`src/rtl/ehgu_sync_fifo.sv`:
```
// ehgu_sync_fifo: single-clock FIFO with level, full/empty/almost flags, flush,
// sticky overflow/underflow and a registered or first-word-fall-through read port.
module ehgu_sync_fifo #(
    parameter int WIDTH     = 8,
    parameter int DEPTH     = 16,
    parameter int FWFT      = 0,
    parameter int AF_THRESH = 12,
    parameter int AE_THRESH = 2
) (
    input  logic                       clk0,
    input  logic                       rst,
    input  logic                       flush,
    input  logic                       wr_en,
    input  logic [WIDTH-1:0]           wr_data,
    input  logic                       rd_en,
    output logic [WIDTH-1:0]           rd_data,
    output logic                       rd_valid,
    output logic                       full,
    output logic                       empty,
    output logic                       almost_full,
    output logic                       almost_empty,
    output logic [$clog2(DEPTH+1)-1:0] level,
    output logic                       overflow,
    output logic                       underflow
);
    localparam int LW = $clog2(DEPTH + 1);
    localparam int PW = $clog2(DEPTH);

    logic [WIDTH-1:0] mem [DEPTH];
    logic [PW-1:0]    wptr, rptr;
    logic [WIDTH-1:0] rd_q;
    logic             rd_vq, rd_ok, wr_ok;

    // explicit wrap so non-power-of-two depths work
    function automatic logic [PW-1:0] inc(input logic [PW-1:0] p);
        return (p == PW'(DEPTH - 1)) ? '0 : p + 1'b1;
    endfunction

    assign full         = level == LW'(DEPTH);
    assign empty        = level == '0;
    assign almost_full  = level >= LW'(AF_THRESH);
    assign almost_empty = level <= LW'(AE_THRESH);
    assign rd_ok        = rd_en & !empty & !flush;
    assign wr_ok        = wr_en & (!full | rd_ok) & !flush;
    assign rd_valid     = (FWFT != 0) ? !empty : rd_vq;
    assign rd_data      = (FWFT != 0) ? (empty ? '0 : mem[rptr]) : rd_q;

    always_ff @(posedge clk0)
        if (wr_ok) mem[wptr] <= wr_data;

    always_ff @(posedge clk0 or posedge rst) begin
        if (rst) begin
            wptr      <= '0;
            rptr      <= '0;
            level     <= '0;
            overflow  <= 1'b0;
            underflow <= 1'b0;
            rd_vq     <= 1'b0;
            rd_q      <= '0;
        end else if (flush) begin
            wptr      <= '0;
            rptr      <= '0;
            level     <= '0;
            overflow  <= 1'b0;
            underflow <= 1'b0;
            rd_vq     <= 1'b0;
        end else begin
            wptr      <= wr_ok ? inc(wptr) : wptr;
            rptr      <= rd_ok ? inc(rptr) : rptr;
            level     <= level + LW'(wr_ok) - LW'(rd_ok);
            overflow  <= overflow | (wr_en & !wr_ok);
            underflow <= underflow | (rd_en & !rd_ok);
            rd_vq     <= rd_ok;
            rd_q      <= rd_ok ? mem[rptr] : rd_q;
        end
    end
endmodule

```
`config.mk`:
```
export PLATFORM = sky130hd
export DESIGN_NAME = ehgu_sync_fifo
export DESIGN_NICKNAME = d
export VERILOG_FILES = /design/src/rtl/ehgu_sync_fifo.sv
export SDC_FILE = /design/constraint.sdc
export NUM_CORES = 1
export LEC_CHECK = 0
export BUFFER_PORTS_ARGS = -buffer_cell sky130_fd_sc_hd__buf_2
export CAP_MARGIN = 0
export CORE_MARGIN = 3
export CORE_UTILIZATION = 40
export CTS_CLUSTER_DIAMETER = 200
export DETAILED_ROUTE_END_ITERATION = 12
export GPL_ROUTABILITY_DRIVEN = 0
export GPL_TIMING_DRIVEN = 0
export PLACE_DENSITY = 0.7
export SYNTH_ARGS = -nofsm -noshare
export SYNTH_HDL_FRONTEND = slang
export SYNTH_SLANG_ARGS = --single-unit
```
`constraint.sdc`:
```
create_clock -name clk0 -period 2.8 [get_ports clk0]
set_input_delay 0 -clock clk0 [delete_from_list [all_inputs] [get_ports clk0]]
set_output_delay 0 -clock clk0 [all_outputs]
set_load 0.03 [all_outputs]
```
==> out/results.ini, run 1 <==
[logic_synthesis]
yosys.area_share.simple_pct = 7.079
ys_warn_count = 0
netlist_instances = 380
yosys.area_share.adder_pct = 3.292
synth_area_leaders = edfxtp_1, dfrtp_1, mux4_2
syn_avg_cell_area_sq_um = 16.60
synthDistinctLibCells = 42
synth_compound_area_share_pct = 5.037
synth-seq-cells = 152
synth_top_family_by_area = multiplexers
syn-num-nets = 409
syn_area_sq_um = 6310
synth_xor_area_share_pct = 0.6940
synth_top_area_share_pct = 60.92
yosysTopAreaCell = edfxtp_1
synthMuxAreaShare_pct = 11.10
ys_seq_area_share_pct = 70.43

[sta]
grt_setup_unrepaired = false
fin_worst_skew_ns = 0.01488
layout_min_cycle_time_ns = 2.664
worst_pin_slew_ns = 1.011
relSlewSlack_pct = 32.52
timing.hold.ws_ns = 0.3626
fmax_ghz = 0.3754
setup_violations = 0
slew_violations = 0
setup_ws_ns = 0.1362
min_period_over_period_pct = 95.14
hold_violations = 0

[place]
port_buffers = 31
place_ws_ns = -0.3231
hpwl_microns = 8476
dp_cells = 622
placed_area_sq_um = 6782

[critical_path]
critPathKind = reg -> reg
path_cells = inv_4 -> ha_4 -> or4b_4 -> nand2_8 -> inv_2 -> ha_4 -> inv_1 -> ha_4 -> inv_2 -> fa_2 -> o21bai_4 -> a21oi_2 -> xnor2_1 -> nor2_1
timing.rr.start = level[2]
slowest_stage = or4b_4
crit_fanout = 3
start_kind = flop
crit_path_max_incr_delay_ns = 0.51
r2r_cells = 14
critPathArrivalTime_ns = 2.95
required_ns = 3.09
r2r_setup_slack_ns = 0.14
cpMostUsedCell = ha_4
critPathCaptureType = flop
r2r_end = level[4]

[hold_path]
worst_hold_path_type = in -> async

[route]
wire_per_inst_microns = 19.50
drtAntennaViolNets = 0
num_vias = 3498
drc_errors = 0
vias_per_cell = 5.213
drt_iter0_markers = 277
dr.pass1.iters = 5
drt_wl_total_microns = 13090

[layout]
diodes = 0
final_core_util_pct = 49.89
final_common_cell = edfxtp_1
fin_nets = 476
layout_common_cells = edfxtp_1, buf_2, mux2i_1
synthToLayoutAreaGrowth_pct = 21.10
fin_cells = 671
drive_above_1_share_pct = 25.00
final_area_sq_um = 7641

[power]
clockPowerShare_pct = 37.3
switchingPower_mw = 1.884
combPwrFrac_pct = 21.6
irDropWorstVdd_mv = 0.3943
power_density_nw_per_um2 = 861.4
p_leak_nw = 2.699
netSwitchingFraction_pct = 28.62
power_frac_seq_pct = 41.1
p_int_mw = 4.698

[run_status]
status = completed

[cts]
clk-insertion-delay-late_ns = 0.43
htree_num_levels = 4
cts_max_path_buffers = 2
cts_inserted_buffers = 17
clk_pin_slew_ns = 0.06
cts.sinks = 152
cts_tree = built
clockRootBuffer = clkbuf_16

[global_route]
grt_max_degree = 25
grt_pass1_wl_microns = 21050
antenna_found_initial = 0
grt-ovfl-total = 0
grt_pass1_vias = 3655
grt_usage_pct = 15.95

[floorplanning]
die_x_microns = 131.6
dieArea_sq_um = 17320
start_util_pct = 41.20
row_count = 45
ios = 33
core-area_sq_um = 15310
die_h_microns = 131.6

[flow_run]
maxCapViolations = 0

worst max path at each step:
stage,from,endpoint,slack [ns]
2_1_floorplan,level[3],level[4],0.03
3_3_place_gp,level[2],level[4],-0.22
3_5_place_dp,level[2],level[4],-0.32
4_1_cts,level[2],level[4],0.03
5_1_grt,level[3],level[4],0.01
6_report,level[2],level[4],0.14
state kept, by name (all words and copies together), names as in the netlist:
register / flops
mem: 128
underflow: 1
overflow: 1
wptr: 4
rd_data: 8
level: 5
rptr: 4
rd_valid: 1
routing by layer:
| layer | GRT usage, % | vias to the layer above | part of all wire (%) |
|---|---|---|---|
| met5 | 0 | - | 0 |
| met4 | 6.301 | 0 | 1.7 |
| met3 | 3.675 | 22 | 5.8 |
| met2 | 26.36 | 119 | 51 |
| met1 | 20.50 | 1748 | 42 |
| li1 | - | 1609 | - |
logic make-up after synthesis:
| logic type | count (synthesis) |
|---|---|
| buf+inv | 33 |
| compound gates | 44 |
| xor+xnor | 5 |
| fa+ha+maj | 16 |
| simple gates | 80 |
| mux | 50 |
| flops | 152 |
cell type report:
type | instances | area (sq um)
buffer | 16 | 77.57
tap | 211 | 264.0
fill | 1275 | 7674
sequential | 152 | 4447
clock buffer | 19 | 452.9
timing repair buffer | 50 | 330.3
multi-input combinational | 195 | 1819
clock inverter | 13 | 188.9
inverter | 15 | 61.31
worst max-delay path: cells and delay by family (launching register included):
| kind | cells | cell delay [ns] |
|---|---|---|
| buffers and inverters | 4 | 0.24 |
| DFF | 1 | 0.43 |
| adders and majority gates | 4 | 0.83 |
| xor gates and xnor gates | 1 | 0.16 |
| AOI/OAI and AO/OA | 2 | 0.21 |
| and+or+nand+nor | 3 | 0.66 |
power groups by stage:
stage,Clock [mW],Combinational (mW),Sequential [mW]
CTS,2.48,1.37,2.70
global placement,0,1.25,2.74
finish,2.45,1.42,2.71
floorplan,0,0.770,2.89
global route,2.59,1.55,2.72
detailed placement,0,1.29,2.75
cells in the mapped netlist, drive strengths merged:
cell type,count
and2,1
o21bai,2
a31oi,1
xor2,2
mux2i,34
a21o,1
dfrtp,24
clkbuf,3
nor4,1
and2b,1
and4,4
or4b,2
inv,15
a32oi,6
edfxtp,128
o21a,1
a22oi,17
nand3,13
mux4,16
nor4b,1
a221o,1
buf,15
nor2b,6
nand2b,1
o211ai,1
nand2,21
and3,13
nand4bb,1
fa,1
nor2,13
or3,2
xnor2,3
ha,15
a311o,2
a21oi,9
o21ai,3
metrics by stage:
stage / total power [mW] / setup TNS, ns
final: 6.582 / 0
after global routing: 6.862 / 0
after CTS: 6.551 / 0
after detailed placement: 4.041 / -0.4077
after global placement: 3.998 / -0.2164
after floorplan: 3.663 / 0
timing repair:
item,CTS,global route
pin swaps,5,3
endpoints found under the setup margin,3,1
endpoints found under the hold margin,160,0
buffers inserted,5,1
hold buffers,13,0
resized for setup,5,5
No activity file was read; power rests on OpenSTA's default activity.
==> run 2: changes to the inputs <==
--- a/config.mk
+++ b/config.mk
@@ -13,7 +13,7 @@
 export DETAILED_ROUTE_END_ITERATION = 12
 export GPL_ROUTABILITY_DRIVEN = 0
 export GPL_TIMING_DRIVEN = 0
-export PLACE_DENSITY = 0.7
+export PLACE_DENSITY = 0.68
 export SYNTH_ARGS = -nofsm -noshare
 export SYNTH_HDL_FRONTEND = slang
 export SYNTH_SLANG_ARGS = --single-unit
==> constraint.sdc (replaced) <==
create_clock -name clk0 -period 3.4 [get_ports clk0]
set_input_delay 0 -clock clk0 [delete_from_list [all_inputs] [get_ports clk0]]
set_output_delay 0 -clock clk0 [all_outputs]
set_load 0.03 [all_outputs]
==> run 2 against run 1 <==
  * Global-route usage is 0.38 points lower
  * Sequential share of layout area is 0.84 points higher
  * Clock skew is 0.0073 ns lower
  * Non-clock buffer count is 2 lower
  * Clock power is 22% lower
  * Clock-buffer cell count is 2 lower
  * Routed wire length is 0.17% higher
  * Die area stayed put
  * Worst hold slack better by 0.011 ns
  * Via count is 1.4% lower
  * Fmax is 16% lower
  * Largest cell class unchanged
  * Highest routed layer unchanged
==> out/results.ini, run 2 (same netlist as run 1, synthesis figures left out) <==
[route]
dr.pass1.iters = 5
drt_wl_total_microns = 13110
drt_iter0_markers = 236
wire_per_inst_microns = 19.59
drc_errors = 0
num_vias = 3448
drtAntennaViolNets = 0
vias_per_cell = 5.154

[cts]
htree_num_levels = 4
cts_tree = built
cts_max_path_buffers = 2
cts.sinks = 152
cts_inserted_buffers = 17
clk_pin_slew_ns = 0.07
clockRootBuffer = clkbuf_16
clk-insertion-delay-late_ns = 0.42

[layout]
diodes = 0
final_common_cell = edfxtp_1
fillers = 1292
largest-register = mem
layout_common_cells = edfxtp_1, buf_2, mux2i_1
fin_nets = 474
final_core_util_pct = 49.16
drive_above_1_share_pct = 22.27
multi_input_area_sq_um = 1758
synthToLayoutAreaGrowth_pct = 19.31
regArea_sq_um = 4444
largest_reg_flops = 128

[hold_path]
worst_hold_path_type = in -> async

[global_route]
grt_max_degree = 25
grt_pass1_wl_microns = 20360
grt_pass1_vias = 3559
grt_usage_pct = 15.57
grt-ovfl-total = 0
antenna_found_initial = 0

[power]
power_density_nw_per_um2 = 692.2
p_leak_nw = 2.679
irDropWorstVdd_mv = 0.4329

[place]
port_buffers = 31
hpwl_microns = 8583

[run_status]
status = completed

[sta]
slew_violations = 0
worst_pin_slew_ns = 0.9995
hold_violations = 0
min_period_over_period_pct = 93.50
setup_violations = 0
fin_worst_skew_ns = 0.007572
fmax_ghz = 0.3146
tns_ns = 0
relSlewSlack_pct = 33.29
timing.hold.ws_ns = 0.3736
layout_min_cycle_time_ns = 3.179
grt_setup_unrepaired = false

[critical_path]
cpMostUsedCell = inv_1
critPathKind = reg -> reg
slowest_stage = or4b_4
r2r_setup_slack_ns = 0.22
path_cells = inv_1 -> ha_2 -> or4b_4 -> buf_6 -> nand2_4 -> inv_1 -> ha_1 -> inv_1 -> ha_1 -> inv_1 -> fa_1 -> o21bai_1 -> a21oi_1 -> xnor2_1 -> nor2_1
required_ns = 3.69
start_kind = flop
critPathCaptureType = flop
critPathArrivalTime_ns = 3.46
crit_fanout = 10
crit_path_max_incr_delay_ns = 0.47

[floorplanning]
start_util_pct = 41.20
row_count = 45
dieArea_sq_um = 17320
die_x_microns = 131.6
core-area_sq_um = 15310
ios = 33
die_h_microns = 131.6

[flow_run]
maxCapViolations = 0

[run 2: cell count changes in the layout (fill, tap and decap cells not counted), moves of 3 or more]
cell / previous run / this run
buf_4: 6 / 2
ha_4: 3 / 0
inv_1: 9 / 14
inv_2: 4 / 1
inv_8: 0 / 4
[run 2: final cells by class]
class                           count  share of cell area [%]
Buffer                             18                   1.246
Clock buffer                       17                   5.651
Clock inverter                     15                   2.476
Inverter                           15                  0.7479
Multi-Input combinational cell    195                   23.35
Sequential cell                   152                   59.03
Tap cell                          211                   3.507
Timing Repair Buffer               46                   3.989
[run 2: final timing paths]
path / to / depth (start not counted) / from
min in group clk0: level[0] / 3 / flush
max reg2reg: level[4] / 15 / level[2]
max in group asynchronous: wptr[0] / 3 / rst
min: level[4] / 3 / rst
min reg2reg: underflow / 2 / underflow
max: level[4] / 15 / level[2]
[run 2: worst max-delay path: cells and delay by family, from the launching register on]
family                   cells  cell delay [ns]
XOR/XNOR                     1             0.17
buffers and inverters        5             0.46
flip-flops                   1             0.44
AO/OA/AOI/OAI                2             0.26
adder cells (fa/ha/maj)      4             1.06
AND/OR/NAND/NOR              3             0.64
[run 2: power breakdown]
part           total, mW  internal [mW]  leakage, nW  switching, mW
Combinational       1.08          0.419        0.912          0.658
Sequential          2.22           2.13         1.47         0.0981
Clock               1.91           1.12        0.299          0.795
[run 2: layer usage]
| metal | wire, microns | vias to the layer above | global-route usage, % |
|---|---|---|---|
| met5 | 0 | - | 0 |
| met3 | 429 | 18 | 3.101 |
| met1 | 5557 | 1750 | 19.49 |
| li1 | - | 1607 | - |
| met2 | 6904 | 73 | 26.93 |
| met4 | 215 | 0 | 5.601 |
[run 2: timing repair]
action	in CTS	in global routing
setup buffers	0	2
endpoints found under the setup margin	0	2
hold buffers	13	0
gates resized for setup	0	9
endpoints found under the hold margin	162	0
[run 2: through the flow]
step	instances	setup slack [ns]	cell area, sq um	power [mW]
floorplan	380	0.3096	6310	2.982
global placement	622	0.1231	6729	3.254
detailed placement	622	0.07047	6729	3.284
CTS	667	0.04621	7471	5.197
global route	669	0.01877	7528	5.421
finish	669	0.2210	7528	5.211
